`src/rtl/_shift_reg_en.sv`:
```
// Universal WIDTH-bit shift register with enable.
// Modes: hold, parallel load, shift left/right with serial input,
// rotate left/right, clear to RESET_VAL and arithmetic shift right.
// Serial outputs expose the MSB and LSB so registers can be chained.
//
// Ports:
//   clk     rising-edge clock
//   rst     synchronous reset, active-high; loads RESET_VAL
//   en      enable; 0 holds q whatever the mode
//   mode    operation select (HOLD/LOAD/SHL/SHR/ROL/ROR/CLR/ASR)
//   d       parallel load data
//   si_l    serial input entering at the LSB on SHL
//   si_r    serial input entering at the MSB on SHR
//   q       register contents
//   so_msb  q[WIDTH-1], taken directly from q
//   so_lsb  q[0], taken directly from q
module _shift_reg_en #(
    parameter int unsigned      WIDTH     = 8,
    parameter logic [WIDTH-1:0] RESET_VAL = '0
) (
    input  logic             clk,
    input  logic             rst,
    input  logic             en,
    input  logic [2:0]       mode,
    input  logic [WIDTH-1:0] d,
    input  logic             si_l,
    input  logic             si_r,
    output logic [WIDTH-1:0] q,
    output logic             so_msb,
    output logic             so_lsb
);

    typedef enum logic [2:0] {
        MODE_HOLD = 3'b000,
        MODE_LOAD = 3'b001,
        MODE_SHL  = 3'b010,
        MODE_SHR  = 3'b011,
        MODE_ROL  = 3'b100,
        MODE_ROR  = 3'b101,
        MODE_CLR  = 3'b110,
        MODE_ASR  = 3'b111
    } mode_e;

    // Register update: reset wins, then enable, then mode decode.
    always_ff @(posedge clk) begin
        if (rst) begin
            q <= RESET_VAL;
        end else if (en) begin
            case (mode_e'(mode))
                MODE_HOLD: q <= q;
                MODE_LOAD: q <= d;
                MODE_SHL:  q <= {q[WIDTH-2:0], si_l};
                MODE_SHR:  q <= {si_r, q[WIDTH-1:1]};
                MODE_ROL:  q <= {q[WIDTH-2:0], q[WIDTH-1]};
                MODE_ROR:  q <= {q[0], q[WIDTH-1:1]};
                MODE_CLR:  q <= RESET_VAL;
                // Sign bit replicated; si_r deliberately unused here.
                MODE_ASR:  q <= {q[WIDTH-1], q[WIDTH-1:1]};
                default:   q <= q;
            endcase
        end
    end

    // Serial outputs are plain taps of the register for chaining.
    assign so_msb = q[WIDTH-1];
    assign so_lsb = q[0];

endmodule

```
`config.mk`:
```
export PLATFORM = sky130hd
export DESIGN_NAME = _shift_reg_en
export DESIGN_NICKNAME = d
export VERILOG_FILES = /design/src/rtl/_shift_reg_en.sv
export SDC_FILE = /design/constraint.sdc
export NUM_CORES = 1
export LEC_CHECK = 0
export ABC_AREA = 1
export BUFFER_PORTS_ARGS = -buffer_cell sky130_fd_sc_hd__buf_2
export CORE_AREA = 2 2 39 41
export DETAILED_ROUTE_END_ITERATION = 7
export DIE_AREA = 0 0 41 43
export PLACE_DENSITY = 0.77
export SYNTH_ARGS = -nofsm -noshare
export SYNTH_HDL_FRONTEND = slang
export SYNTH_SLANG_ARGS = --single-unit
```
`constraint.sdc`:
```
create_clock -name clk -period 1.7 [get_ports clk]
set_input_delay 0.34 -clock clk [delete_from_list [all_inputs] [get_ports clk]]
set_output_delay 0.34 -clock clk [all_outputs]
set_load 0.05 [all_outputs]
```
# Word-level counts from Yosys, hierarchy flattened

Index checks and enable logic that the tools add are counted.

Register bits: 8
Bits of input ports: 16
Output and inout port bits: 10

Equal/unequal tests: 7
Mux-type cells: 1
Bitwise logic cells: 2
Reduce and logical (&&, ||, !) cells: 3

Operators by type and width:

| operator             | count |
|---|---|
| $pmux W8 S7          | 1 |
| $eq A3 B3 Y1 const B | 4 |
| $eq A3 B2 Y1 const B | 2 |
| $eq A3 B1 Y1 const B | 1 |
| $logic_not A3 Y1     | 1 |
| $reduce_and A3 Y1    | 1 |
| $not A1 Y1           | 2 |
| $reduce_and A2 Y1    | 1 |

# Longest topological paths before layout

Depth after elaboration: 3
Mapped depth: 8
Mapped depth without buffers: 7

# Worst setup path before layout

No wires, ideal clock.

Path kind: register -> output
From: reg q[0]
To: out q[0]
Data arrival time: 0.952 ns
Required time: 1.360 ns
Setup slack: 0.408 ns
Cell stages (with the launch flop): 2
Path buffers: 1
Cell sequence: dfxtp_1 > buf_4

RTL lines:

| item                     | line | source |
|---|---|---|
| start: declaration       | 28   | `output logic [WIDTH-1:0] q,` |
| start signal: assignment | 50   | `MODE_HOLD: q <= q;` |
| start signal: assignment | 52   | `MODE_SHL: q <= {q[WIDTH-2:0], si_l};` |
| start signal: assignment | 53   | `MODE_SHR: q <= {si_r, q[WIDTH-1:1]};` |

No word-level cell between the ends.

# Worst setup path after layout

From: reg q[7]
To: out q[7]

No word-level cell between the ends.

==> results <==
- The flow ran to the end, and the final reports show no timing, DRC or antenna violations.
- CTS built an H-tree with a depth of 1.
- The clock-pin slew on the worst setup and hold paths is 0.06 ns.
- In the finished design, the share of the clock period the worst path needs comes to 0.7529.
- The startpoint identified for the worst hold timing path is rst.
- In this run the standard cell core region covers 1384 um^2.
- Counting both buffers and inverters, the worst setup path holds a total of 1.
- The via count of the first global-routing pass came to 523.
- The number of setup buffers added after CTS is 0.
- The TritonCTS clock tree is yes.
- For the finished layout, the period the worst path requires is 1.280 ns.
- The fmax is 781.2 MHz.
- Counting the fill cells in the layout gives 142.
- In this run the remaining antenna-violating nets after routing total 0.
- Sorting the synthesized cells by area gives the leading types as dfxtp_1, nand2_1, nor2_1.
- The number of hold violations in the final report is 0.
- The floorplan has 14 rows.
- Max-cap violations in this run came to 0.
- The number of flip-flops in the largest register is 8.
- Entering global routing, the biggest net connects 15 pins.
- Across all layers, the routed design uses 664 vias.
- Setup total negative slack on the finished layout was measured at 0 ns.
- After synthesis the netlist holds a flip-flop and latch count of 8.
- The die boundary width is 41 um.
- Walking the worst path, the cells encountered are buf_2.
- Across every metal layer, demand over resource in global routing totals 0.1873.
- At the pin with the least slew margin, the transition time is 0.2680 ns.
- The category of the worst setup path launch point is a flop.
- Grouping stages by cell kind, the critical path spends the most delay in flip-flops.
- The CTS buffer count is 3.
- The number of pins with negative max-slew slack in the final report is 0.
- The final-stage net count is 137.
- The initial antenna violation count is 0.
- The number of gates resized after CTS was 0.
- The largest registers in the layout are q (8).
- The later pin in the worst-skew pair is clocked with a latency of 0.26 ns.
- The largest fanout on the critical path is 5.
- The deepest clock path buffer count is 2.
- In this run the power density over the cells is 714.3 nW/um^2.
- For this block, the initial DRC count from the detailed router was 11.
- In the layout the commonest cells are nand2_1, buf_2, nor2_1, a21oi_1, dfxtp_1.
- The overall power of the completed layout is 0.0005121 W.
- The final routed wirelength across all metal layers is 1.426 mm.
- The cell at the root of the clock tree is clkbuf_4.
- In the final routed layout, each cell accounts on average for 10.56 um.
- The register with the most flip-flops in the final layout is q.
- The synthesized netlist occupies a cell area of 604.3 um^2.
- The area share of the largest cell type after synthesis is 0.2650.
- In this run the critical register-to-register path is launched from q[0]$_SDFFE_PP0P_.
- Before antenna repair, the detailed router went through 4 iterations.
- The floorplan step set the die height to 43 um.
- For this run, the number of Yosys warnings is 0.
- Across the whole layout, storage elements account for 160.2 um^2.
- Each instance of the synthesized netlist takes up on average 6.230 um^2.
- Input and output buffers added on the ports amount to 25.
- The final weighted congestion in routability-driven placement is 0.7887.
- The clock net sink count is 8.
- The register area share after synthesis is 0.2650.
- Setup repair after global routing left no endpoint under its margin.
- The worst-case clock skew is 0.002719 ns.
- The analysis attributes to cell leakage a power of 0.3703 nW.
- STA puts the critical path data required time at 1.36 ns.
- The peak supply drop is 0.3857 mV.
- In the routed design, unresolved DRC markers number 0.
- The largest single stage delay on the critical path is 0.39 ns.
- The path class of the tightest hold or removal check is primary input to flop.
- The count of final setup violators is 0.
- Summing all multi-input logic gate instances after layout gives 374.1 um^2.
- The number of instances in the synthesized netlist is 97.
- For this run the aggregate overflow at the end of global routing stands at 0.
- Leaving out fill and tap cells, the most frequent cell in the layout is nand2_1.
- The repair_antennas step left the layout with diodes totalling 0.
- In this run, distinct cell masters in the synthesized netlist total 16.
- The synthesized netlist net count is 113.
- The startpoint of the most critical setup path is q[7]$_SDFFE_PP0P_.
- The data arrival time of the worst path is 0.94 ns.
- Of the cells placed in the final design, the portion with a size suffix greater than 1 is 0.3277.
- The first-pass GRT wire length is 2.194 mm.
- 26 I/O pins were placed.
- The critical path is of the flop to output pin type.
- Of all cell types, the one taking the most synthesized area is dfxtp_1.
- The critical path's slowest cell is dfxtp_1.
- The die covers 1763 um^2.
- The initial utilization of the core area, before any placement, comes to 0.4367.
- Hold repair after CTS inserted 0 buffers.
- The area growth from synthesis to layout is 18.63%.
- Measured against its own limit, the worst slew margin works out to 0.8209.
- The detailed-placement wirelength estimate is 1.031 mm.
- The mean number of vias per cell is 4.919.
- The worst setup path is captured at an output pin.
## layer usage
layer / vias up / GRT usage / share of wire
li1: 350 / - / -
met5: - / 0 / 0
met1: 285 / 0.2468 / 0.46
met2: 24 / 0.2594 / 0.45
met3: 5 / 0.04712 / 0.062
met4: 0 / 0.1200 / 0.029
## worst paths after layout
check	slack [ns]	to	cells past startpoint
min	0.38	q[1]$_SDFFE_PP0P_	2
max reg2reg	0.84	q[7]$_SDFFE_PP0P_	6
min reg2reg	0.51	q[5]$_SDFFE_PP0P_	2
max	0.42	q[7]	1
## synth_stat cells
cell type,instances
nand2_1,35
nor2_1,19
a21oi_1,8
dfxtp_1,8
a21oi_2,7
nand3_1,6
inv_1,3
buf_4,2
nand2_4,2
buf_1,1
buf_12,1
buf_2,1
buf_6,1
inv_2,1
nand4_1,1
nor2_4,1
## area by class of cell
class / instances / area share
well taps: 16 / 0.02792
repair buffers: 25 / 0.1745
inverters: 4 / 0.02094
clock buffers: 3 / 0.03141
flip-flops and latches: 8 / 0.2234
multi-input cells: 79 / 0.5218
## per-stage QoR
| stage | worst slack [ns] | utilization | hold WS, ns | area (um^2) | instances |
|---|---|---|---|---|---|
| after CTS | 0.4053 | 0.5181 | 0.3868 | 716.9 | 135 |
| after global placement | 0.4042 | 0.5018 | 0.4989 | 694.4 | 132 |
| after floorplan | 0.4083 | - | 0.5742 | 604.3 | 97 |
| after global routing | 0.3603 | 0.5181 | 0.3968 | 716.9 | 135 |
| final | 0.4200 | 0.5181 | 0.3843 | 716.9 | 135 |
| after detailed placement | 0.3907 | 0.5018 | 0.5094 | 694.4 | 132 |
## cells by family (layout without fill, tap and decap cells)
family / count (synthesis) / count (layout) / synth area share
and+or+nand+nor: 64 / 64 / 0.4514
AOI/OAI and AO/OA: 15 / 15 / 0.1677
buffers and inverters: 10 / 32 / 0.1159
DFF: 8 / 8 / 0.2650
## power breakdown
| group | leakage (nW) | internal, W | switching, W |
|---|---|---|---|
| Combinational | 0.291 | 0.0000464 | 0.000106 |
| Clock | 0.0138 | 0.0000812 | 0.0000712 |
| Sequential | 0.0652 | 0.000197 | 0.00000992 |
| Total | 0.370 | 0.000325 | 0.000188 |
Note: power is estimated with default switching activity, not from simulation.
